$ cat src/rtl/boot_pkg.sv
// Shared types for the instruction-image boot loader.
// States and word geometry used by the loader FSM and byte packer.
package boot_pkg;

  typedef enum logic [2:0] {
    IDLE,
    RECV,
    WRITE,
    DONE,
    ERR
  } boot_state_t;

  localparam int BYTES_PER_WORD = 4;

endpackage

$ cat src/rtl/byte_packer.sv
// Byte-lane insert register: assembles a little-endian word
// one byte at a time; full marks the write that fills the top lane.
module byte_packer
  import boot_pkg::*;
#(
  parameter int LANES = BYTES_PER_WORD,
  parameter int LW    = $clog2(LANES)
) (
  input  logic              clk,
  input  logic              rst_n,
  input  logic              clr,
  input  logic              we,
  input  logic [LW-1:0]     lane,
  input  logic [7:0]        din,
  output logic [8*LANES-1:0] word,
  output logic              full
);

  localparam logic [LW-1:0] TOP = LW'(LANES - 1);

  logic [8*LANES-1:0] word_q;
  logic [8*LANES-1:0] word_d;

  always_comb begin
    word_d = word_q;
    if (clr) begin
      word_d = '0;
    end else if (we) begin
      word_d[8*lane +: 8] = din;
    end
  end

  always_ff @(posedge clk or negedge rst_n) begin
    if (!rst_n) begin
      word_q <= '0;
    end else begin
      word_q <= word_d;
    end
  end

  assign word = word_q;
  assign full = we && (lane == TOP);

endmodule

$ cat src/rtl/boot_loader.sv
// Boot loader: streams bytes into instruction memory, then
// releases the core from reset once the full image is written.
module boot_loader
  import boot_pkg::*;
#(
  parameter int ADDR_W = 8,
  parameter int WORD_W = 32
) (
  input  logic              clk,
  input  logic              rst,
  input  logic              load_start,
  input  logic [ADDR_W:0]   load_words,
  input  logic              byte_valid,
  input  logic [7:0]        byte_data,
  output logic              byte_ready,
  output logic              imem_we,
  output logic [ADDR_W-1:0] imem_addr,
  output logic [WORD_W-1:0] imem_wdata,
  output logic              core_rst_n,
  output logic              busy,
  output logic              done,
  output logic              err
);

  localparam int LANES = WORD_W / 8;
  localparam int LW    = $clog2(LANES);

  localparam logic [ADDR_W:0] DEPTH = {1'b1, {ADDR_W{1'b0}}};
  localparam logic [ADDR_W:0] ONE   = (ADDR_W+1)'(1);
  localparam logic [LW-1:0]   LONE  = LW'(1);

  boot_state_t     state_q, state_d;
  logic [ADDR_W:0] len_q, len_d;
  logic [ADDR_W:0] wcnt_q, wcnt_d;
  logic [LW-1:0]   bcnt_q, bcnt_d;

  logic pk_clr;
  logic pk_we;
  logic pk_full;

  byte_packer #(
    .LANES (LANES)
  ) u_packer (
    .clk   (clk),
    .rst_n (rst),
    .clr   (pk_clr),
    .we    (pk_we),
    .lane  (bcnt_q),
    .din   (byte_data),
    .word  (imem_wdata),
    .full  (pk_full)
  );

  always_comb begin
    state_d = state_q;
    len_d   = len_q;
    wcnt_d  = wcnt_q;
    bcnt_d  = bcnt_q;
    pk_clr  = 1'b0;
    pk_we   = 1'b0;
    unique case (state_q)
      IDLE: begin
        if (load_start) begin
          len_d  = load_words;
          wcnt_d = '0;
          bcnt_d = '0;
          pk_clr = 1'b1;
          if (load_words > DEPTH) begin
            state_d = ERR;
          end else if (load_words == '0) begin
            state_d = DONE;
          end else begin
            state_d = RECV;
          end
        end
      end
      RECV: begin
        if (byte_valid) begin
          pk_we  = 1'b1;
          bcnt_d = bcnt_q + LONE;
          if (pk_full) begin
            state_d = WRITE;
          end
        end
      end
      WRITE: begin
        wcnt_d = wcnt_q + ONE;
        bcnt_d = '0;
        pk_clr = 1'b1;
        // wcnt is one bit wider than the address, so 2^ADDR_W never wraps
        if (wcnt_q + ONE == len_q) begin
          state_d = DONE;
        end else begin
          state_d = RECV;
        end
      end
      DONE: begin
      end
      ERR: begin
      end
      default: begin
        state_d = IDLE;
      end
    endcase
  end

  always_ff @(posedge clk or negedge rst) begin
    if (!rst) begin
      state_q <= IDLE;
      len_q   <= '0;
      wcnt_q  <= '0;
      bcnt_q  <= '0;
    end else begin
      state_q <= state_d;
      len_q   <= len_d;
      wcnt_q  <= wcnt_d;
      bcnt_q  <= bcnt_d;
    end
  end

  assign byte_ready = (state_q == RECV);
  assign imem_we    = (state_q == WRITE);
  assign imem_addr  = wcnt_q[ADDR_W-1:0];
  assign core_rst_n = (state_q == DONE);
  assign busy       = (state_q == RECV) || (state_q == WRITE);
  assign done       = (state_q == DONE);
  assign err        = (state_q == ERR);

endmodule

$ cat config.mk
export PLATFORM = sky130hd
export DESIGN_NAME = boot_loader
export DESIGN_NICKNAME = d
export VERILOG_FILES = /design/src/rtl/boot_pkg.sv /design/src/rtl/byte_packer.sv /design/src/rtl/boot_loader.sv
export SDC_FILE = /design/constraint.sdc
export NUM_CORES = 1
export LEC_CHECK = 0
export ABC_CLOCK_PERIOD_IN_PS = 2700
export BUFFER_PORTS_ARGS = -buffer_cell sky130_fd_sc_hd__buf_2
export CAP_MARGIN = 20
export CORE_UTILIZATION = 42
export CTS_BUF_LIST = sky130_fd_sc_hd__clkbuf_16
export DETAILED_ROUTE_END_ITERATION = 16
export PLACE_DENSITY = 0.64
export SLEW_MARGIN = 20
export SYNTH_ARGS = -nofsm -noshare
export SYNTH_HDL_FRONTEND = slang
export SYNTH_SLANG_ARGS = --single-unit
$ cat constraint.sdc
create_clock -name clk -period 2.7 [get_ports clk]
set_input_delay 0.54 -clock clk [delete_from_list [all_inputs] [get_ports clk]]
set_output_delay 0.54 -clock clk [all_outputs]
set_load 0.01 [all_outputs]
==> After elaboration in Yosys (flattened, before gate mapping) <==
Cells that the tools add are included.
W data, S select, Z words.
{ "totals": {"in_bits": 21, "register_bits": 55, "out_inout_bits": 46, "wordCells": 52} }
{ "op_classes": {"n_mux": 19, "shift": 2, "order_cmp": 1, "addsub": 3, "reduce_logical": 12, "n_eq_ne": 9, "bitwise_logic": 1} }
{ "op_table": {"columns": ["operator", "count"], "rows": [
  ["$mux W32", 2],
  ["$neg A5 Y34", 1],
  ["$shift A8 B34 Y32 const A", 1],
  ["$shiftx A8 B34 Y32", 1],
  ["$bwmux W32", 1],
  ["$pmux W9 S2", 1],
  ["$mux W3", 4],
  ["$pmux W3 S4", 1],
  ["$add A9 B1 Y9 const B", 1],
  ["$eq A9 B9 Y1", 1],
  ["$gt A9 B9 Y1 const B", 1],
  ["$logic_not A9 Y1", 1],
  ["$mux W9", 1],
  ["$mux W2", 4],
  ["$eq A3 B2 Y1 const B", 2],
  ["$pmux W2 S3", 1],
  ["$ne A2 B2 Y1 const B", 2],
  ["$reduce_and A2 Y1", 2],
  ["$reduce_and A4 Y1", 1],
  ["$reduce_bool A2 Y1", 2],
  ["$eq A3 B1 Y1 const B", 1],
  ["$eq A3 B3 Y1 const B", 1],
  ["$logic_not A3 Y1", 1],
  ["$mux W1", 3],
  ["other kinds (10)", 10]
]} }

==> Depth between registers and ports, before layout <==
Gate-level depths: netlist of the first run.
{ "logic_depth": {"word_depth": 6, "ltp_mapped": 7, "depth_no_buf": 6} }

==> Cells and area by module <==
A second synthesis of the first run with hierarchy kept.
{ "hier_totals": {"cells_unflattened": 266, "hier_area_um2": 2966.6} }
{ "modules_own_cells": {"columns": ["module", "cells_each", "seq_area_each_um2", "area_each_um2", "n_inst"], "rows": [
  ["byte_packer", 115, 800.8, 1567.8, 1],
  ["boot_loader", 151, 575.6, 1398.8, 1]
]} }

==> Worst setup path before layout of the first run <==
No wires, ideal clock.
{ "synth_timing": {"path_kind": "reg2reg", "startpoint": "register bcnt_q[0]", "endpoint": "register u_packer.word_q[24], in the netlist u_packer.word[24]", "path_stages_with_launch": 6, "path_buffers": 0, "slack_ps": 809, "period_less_slack_ps": 1891, "t_arrival_ps": 1814, "required_time_ps": 2623, "setup_time_ps": 77, "cell_sequence": "dfrtp_1 inv_1 ha_1 nor3_1 nand3_1 a21oi_1"} }
{ "synth_between": {"elab_chain_len": 5, "elab_cells_between_ends": 6, "classes_between": "add/sub (1); shift (2); mux (3)"} }
{ "synth_rtl": {"columns": ["item", "line_no", "rtl"], "rows": [
  ["start, declared", "boot_loader.sv:35", "logic [LW-1:0] bcnt_q, bcnt_d;"],
  ["start signal, assigned", "boot_loader.sv:117", "bcnt_q <= bcnt_d;"],
  ["$neg A5 Y34 *", "byte_packer.sv:29", "word_d[8*lane +: 8] = din;"],
  ["$shiftx A8 B34 Y32 or $shift A8 B34 Y32 (tied branches)", "byte_packer.sv:29", null],
  ["$bwmux W32 *", "byte_packer.sv:29", null],
  ["$mux W32 *", "byte_packer.sv:28", "end else if (we) begin"],
  ["$mux W32 *", "byte_packer.sv:26", "if (clr) begin"],
  ["end signal, assigned", "byte_packer.sv:37", "word_q <= word_d;"],
  ["end, declared", "byte_packer.sv:21", "logic [8*LANES-1:0] word_q;"]
]} }
Every way passes the cells marked *; elsewhere a longest branch is shown, timed or not. The select of a mux whose other input is x is not followed.
A chain may end at the register's enable or synchronous reset.

==> Final worst setup path of the first run <==
{ "layout_timing": {"startpoint": "register state_q[0]", "endpoint": "output port busy"} }
{ "layout_between": {"elab_chain_len": 2, "elab_cells_between_ends": 3, "classes_between": "eq/ne (2); reduce/logical (1)"} }
{ "layout_rtl": {"columns": ["item", "line_no", "rtl"], "rows": [
  ["start, declared", "boot_loader.sv:32", "boot_state_t state_q, state_d;"],
  ["start signal, assigned", "boot_loader.sv:114", "state_q <= state_d;"],
  ["$eq A3 B1 Y1 or $eq A3 B2 Y1 (tied branches)", "boot_loader.sv:125", "assign busy = (state_q == RECV) || (state_q == WRITE);"],
  ["$logic_or A1 B1 Y1 *", "boot_loader.sv:125", null],
  ["end, declared", "boot_loader.sv:20", "output logic busy,"]
]} }
Every way passes the cells marked *; elsewhere a longest branch is shown, timed or not.

==> reports/qor.csv, run 1 <==
stage,metric,value,unit
clock_network,cts_htree_levels,2,
timing,grt_setup_unrepaired,no,
place,portBuffers,66,
global_route,grt_remaining_overflow,0,
synthesis,synth_cell_type_count,41,
die,fp.dieH,83.1,um
clock_network,clock_tree.root_cell,clkbuf_16,
timing,min_period,2.37,ns
routing,highest_layer,met4,
global_route,antenna_found_initial,0,
cells_and_area,fill_cells,589,
cells_and_area,syn_to_final_growth,17.8,%
routing,drc_errors,0,
global_route,grt_usage,18.7,%
place,place_area,3090,sq um
timing,setup_violations,0,
clock_network,clock-sinks,55,
clock_network,clkTransAtPathRegs,0.06,ns
routing,routed-wl-met2,2900,um
synthesis,syn_area_per_cell,10.1,sq um
die,dieArea,6910,sq um
synthesis,synth_cells,273,
global_route,grt_max_degree,56,
die,row_count,29,
clock_network,hold_buffers,0,
synthesis,syn_nets,300,
power,pwr_density_cell,743,nW/um^2
power,ir_worst_vdd,0.000452,V
timing,max_freq,0.422,GHz
worst_setup_path,crit_path_max_fanout,11,
power,leakagePower,0.00159,uW
routing,wirelength,6180,um
timing,fin_skew,0.00952,ns
timing,post-route-period-util,87.7,%
global_route,grt_pass1_vias,2028,
timing,slew_headroom,52.6,%
synthesis,yosys_warnings,0,
cells_and_area,final_area,3260,sq um
place,dpl.hpwl,4350,um
cells_and_area,diodes,0,
clock_network,cts_setup_buffers,0,
clock_network,post_cts_resized,0,
timing,final-hold-violation-count,0,
routing,vias_per_cell,5.36,
timing,slew_violations,0,
clock_network,clk_latency,0.29,ns
worst_setup_path,worst-endpoint-required,2.16,ns
die,core,6350,sq um
synthesis,syn-cell-area,2760,sq um
die,die_w,83.1,um
worst_setup_path,criticalPathCategory,reg2out,
timing,fin_setup_tns,0,ns
clock_network,cts_buffers,5,
die,io_pins,67,
synthesis,ys_seq_area_share,49.8,%
routing,dr_wl_met3,291,um
die,start_util,43.5,%
routing,wl_met1,2930,um
timing,worst_slew_pin_slew,0.710,ns
cells_and_area,layout.nets,355,
worst_setup_path,arrival,1.83,ns
worst_setup_path,cp-end-kind,output pin,
hold_path,worstHoldPathType,in2async,
routing,routedWlPerCell,15.2,um
routing,vias,2175,
synthesis,ys_seq_elements,55,
routing,drt_iter0_drc,115,
cells_and_area,drive_gt1_share,30.1,%
run,max_cap_viol_count,0,
global_route,grt_pass1_wl,10400,um
run_status,outcome,finished clean,
clock_network,cts_buffer_depth,2,
worst_setup_path,reg2regPathDepth,5,
worst_setup_path,start_kind,register,
clock_network,cts_tree,done,
routing,first_pass_iters,4,
routing,drtAntennaViolNets,0,
place,gp_congestion,0.861,
==> layout make-up <==
cell class              count  area (sq um)  area share (%)
flip-flops and latches     55          1380            42.3
multi-input cells         193          1240            38.2
repair buffers             70           360            11.1
clock buffers               5           125            3.84
well taps                  77          96.3            2.96
clock inverters             3          43.8            1.35
inverters                   3          11.3           0.346
==> state kept, by name (all words and copies together), names as in the netlist <==
| register | cells |
|---|---|
| state_q | 3 |
| wcnt_q | 9 |
| u_packer.word | 32 |
| len_q | 9 |
| bcnt_q | 2 |
==> worst paths after layout <==
path | from | endpoint | slack (ns)
worst max-delay path | state_q[0] | busy | 0.33
worst min register to register | wcnt_q[8] | wcnt_q[8] | 0.50
max in group asynchronous | rst | u_packer.word[0] | 1.84
worst max register to register | state_q[0] | u_packer.word[28] | 0.61
min in group clk | load_words[3] | len_q[3] | 0.50
worst min-delay path | rst | state_q[2] | 0.36
==> cell usage in the layout (no fill, tap or decap), drive strengths merged, types with 2 or more instances in the layout <==
cell | netlist | final
buf | 17 | 70
dfrtp | 55 | 55
nand2 | 37 | 37
nor2 | 22 | 22
a21oi | 19 | 19
nand3 | 19 | 19
a22oi | 16 | 16
o21ai | 13 | 13
mux2 | 10 | 10
xnor2 | 9 | 9
xor2 | 6 | 6
ha | 6 | 6
clkbuf | 5 | 5
o31ai | 4 | 4
nor3 | 4 | 4
nor3b | 4 | 4
and2 | 3 | 3
inv | 3 | 3
nor4 | 3 | 3
nor4b | 3 | 3
or2 | 2 | 2
and3 | 2 | 2
and4 | 2 | 2
a22o | 2 | 2
clkinv | 0 | 2
==> metrics by stage <==
stage          std cells  setup slack (ns)  hold slack [ns]  total power [uW]  utilization, %
2_1_floorplan        273             0.809            0.244              1530               -
3_3_place_gp         398             0.641            0.489              1690            48.6
3_5_place_dp         398             0.620            0.497              1710            48.6
4_1_cts              406             0.311            0.416              2450            51.3
5_1_grt              406             0.193            0.460              2550            51.3
6_report             406             0.331            0.363              2420            51.3
==> metal layers <==
layer	GRT usage (%)	vias up
met3	3.08	5
met5	0	-
met4	4.70	0
li1	-	1055
met2	28.5	60
met1	27.7	1055
==> Yosys cell counts (all sizes together) <==
master	number	share of area [%]
xor2	6	1.9
or3b	1	0.32
ha	6	2.7
and4	2	0.63
a22o	2	0.63
a21oi	19	3.4
inv	3	0.41
nor2	22	3.0
and3	2	0.45
and3b	1	0.32
clkbuf	5	0.68
or2	2	0.45
and2	3	0.68
mux2	10	4.1
nand3	19	3.6
xnor2	9	2.9
o31ai	4	1.1
a31oi	1	0.23
nor3b	4	1.3
nor4	3	0.91
nand4	1	0.23
buf	17	4.3
mux2i	1	0.36
o21ai	13	2.4
dfrtp	55	50
and4bb	1	0.45
nor4b	3	2.0
nand2	37	5.4
nand3b	1	0.27
nor3	4	0.72
a22oi	16	4.3
==> report_power, final <==
| part | switching (uW) | internal (uW) | leakage (uW) |
|---|---|---|---|
| Clock | 296 | 438 | 0.0000838 |
| Sequential | 116 | 944 | 0.000743 |
| Combinational | 322 | 302 | 0.000760 |
==> worst max-delay path, cell delays in order, from the launching register on <==
cell	delay, ns
dfrtp_1	0.46
or3b_1	0.57
inv_2	0.24
or2_2	0.14
buf_2	0.12
==> kinds of logic after synthesis <==
kind of cell	Yosys count	synth area share, %
and+or+nand+nor	106	20.7
DFF	55	49.8
AOI/OAI and AO/OA	55	12.1
xor gates and xnor gates	15	4.76
adders and majority gates	6	2.72
buffers and inverters	25	5.43
muxes	11	4.44
Note: power is estimated with default switching activity, not from simulation.
==> run 2, diff against run 1 <==
--- a/config.mk
+++ b/config.mk
@@ -12,6 +12,7 @@
 export CTS_BUF_LIST = sky130_fd_sc_hd__clkbuf_16
 export DETAILED_ROUTE_END_ITERATION = 16
 export PLACE_DENSITY = 0.64
+export RECOVER_POWER = 100
 export SLEW_MARGIN = 20
 export SYNTH_ARGS = -nofsm -noshare
 export SYNTH_HDL_FRONTEND = slang
==> reports/qor.csv, run 2 (same netlist as run 1, synthesis figures left out) <==
stage,metric,value,unit
timing,grt_setup_unrepaired,no,
global_route,grt_pass1_wl,10400,um
clock_network,cts_tree,done,
die,core,6350,sq um
timing,final-hold-violation-count,0,
worst_setup_path,critPathLaunch,state_q[0],
clock_network,clk_latency,0.29,ns
global_route,grt_max_degree,56,
power,p_int,1670,uW
place,dpl.hpwl,4350,um
power,sequentialPowerShare,44.1,%
timing,worst_slew_pin_slew,1.37,ns
global_route,grt_usage,18.7,%
timing,fin_skew,0.00887,ns
clock_network,cts_buffers,5,
cells_and_area,layout_common_cells,"dfrtp_1 (55), clkbuf_1 (48), nand2_1 (35)",
routing,wirelength,6240,um
clock_network,cts_htree_levels,2,
timing,fin_ws,0.308,ns
die,start_util,43.5,%
power,pwr_density_cell,754,nW/um^2
worst_setup_path,worst-endpoint-required,2.16,ns
clock_network,clock_tree.root_cell,clkbuf_16,
clock_network,cts_buffer_depth,2,
worst_setup_path,crit_path_max_fanout,11,
cells_and_area,syn_to_final_growth,15.3,%
timing,hold_ws,0.495,ns
timing,post-route-period-util,88.6,%
cells_and_area,final_core_util,50.1,%
power,swShare,30.6,%
worst_setup_path,reg2regPathDepth,5,
global_route,grt_pass1_vias,2028,
worst_setup_path,arrival,1.85,ns
power,pwr-share-comb,25.3,%
timing,slew_headroom,8.36,%
place,pre_cts_ws,0.620,ns
routing,vias,2179,
die,die_w,83.1,um
worst_setup_path,endpoint,busy,
clock_network,clock-sinks,55,
cells_and_area,largest_reg_flops,32,
die,io_pins,67,
run,max_cap_viol_count,0,
clock_network,hold_buffers,0,
clock_network,cts_setup_buffers,0,
timing,slew_violations,0,
place,gp_congestion,0.861,
global_route,grt_remaining_overflow,0,
routing,routedWlPerCell,15.4,um
timing,setup_violations,0,
global_route,antenna_found_initial,0,
power,clock_power_share,30.5,%
routing,vias_per_cell,5.37,
power,ir_worst_vdd,0.000452,V
timing,fin_setup_tns,0,ns
cells_and_area,diodes,0,
power,leakagePower,0.00138,uW
run_status,outcome,finished clean,
worst_setup_path,r2r_start,state_q[1],
worst_setup_path,r2r_end,u_packer.word[18],
hold_path,worstHoldPathType,in2reg,
cells_and_area,drive_gt1_share,15.2,%
routing,drt_iter0_drc,122,
routing,drtAntennaViolNets,0,
worst_setup_path,start_kind,register,
worst_setup_path,cp-end-kind,output pin,
cells_and_area,layout.nets,355,
timing,max_freq,0.418,GHz
die,fp.dieH,83.1,um
die,dieArea,6910,sq um
place,portBuffers,66,
clock_network,clkTransAtPathRegs,0.07,ns
worst_setup_path,criticalPathCategory,reg2out,
routing,drc_errors,0,
timing,min_period,2.39,ns
die,row_count,29,
power,p_sw,733,uW
worst_setup_path,r2r_setup_slack,0.54,ns
routing,first_pass_iters,4,
clock_network,post_cts_resized,0,
cells_and_area,final_common_cell,dfrtp_1,
run 2: metal layers:
metal  vias up  track usage, %  part of all wire (%)
li1       1058               -                     -
met4         0            4.70                  0.98
met1      1058            27.7                    48
met3         5            3.08                   4.6
met5         -               0                     0
met2        58            28.5                    47
run 2: layout make-up:
cell class                      count  area (sq um)
Clock buffer                        5           125
Clock inverter                      3          43.8
Fill cell                         620          3170
Inverter                            3          11.3
Multi-Input combinational cell    193          1240
Sequential cell                    55          1380
Tap cell                           77          96.3
Timing Repair Buffer               70           295
run 2: critical path, stage by stage, from the launching register on:
cell,delay (ns)
dfrtp_1,0.46
or3b_1,0.57
inv_2,0.24
or2_2,0.15
clkbuf_1,0.14
run 2: through the flow:
stage	cells	total power, uW	area [sq um]
floorplan	273	1530	2760
finish	406	2400	3180
global route	406	2540	3180
detailed placement	398	1710	3090
global placement	398	1690	3090
CTS	406	2450	3260
run 2: power groups by stage:
stage | Combinational, uW | Clock (uW) | Sequential, uW
floorplan | 460 | 0 | 1060
global placement | 618 | 0 | 1070
detailed placement | 629 | 0 | 1080
CTS | 632 | 751 | 1060
global route | 668 | 787 | 1080
finish | 608 | 732 | 1060
run 2: worst min-delay path by stage:
stage | startpoint | endpoint | depth (start not counted)
finish | load_words[3] | len_q[3] | 2
global route | load_words[0] | len_q[0] | 2
CTS | rst | wcnt_q[6] | 2
detailed placement | wcnt_q[8] | wcnt_q[8] | 1
global placement | wcnt_q[8] | wcnt_q[8] | 1
floorplan | rst | bcnt_q[0] | 0
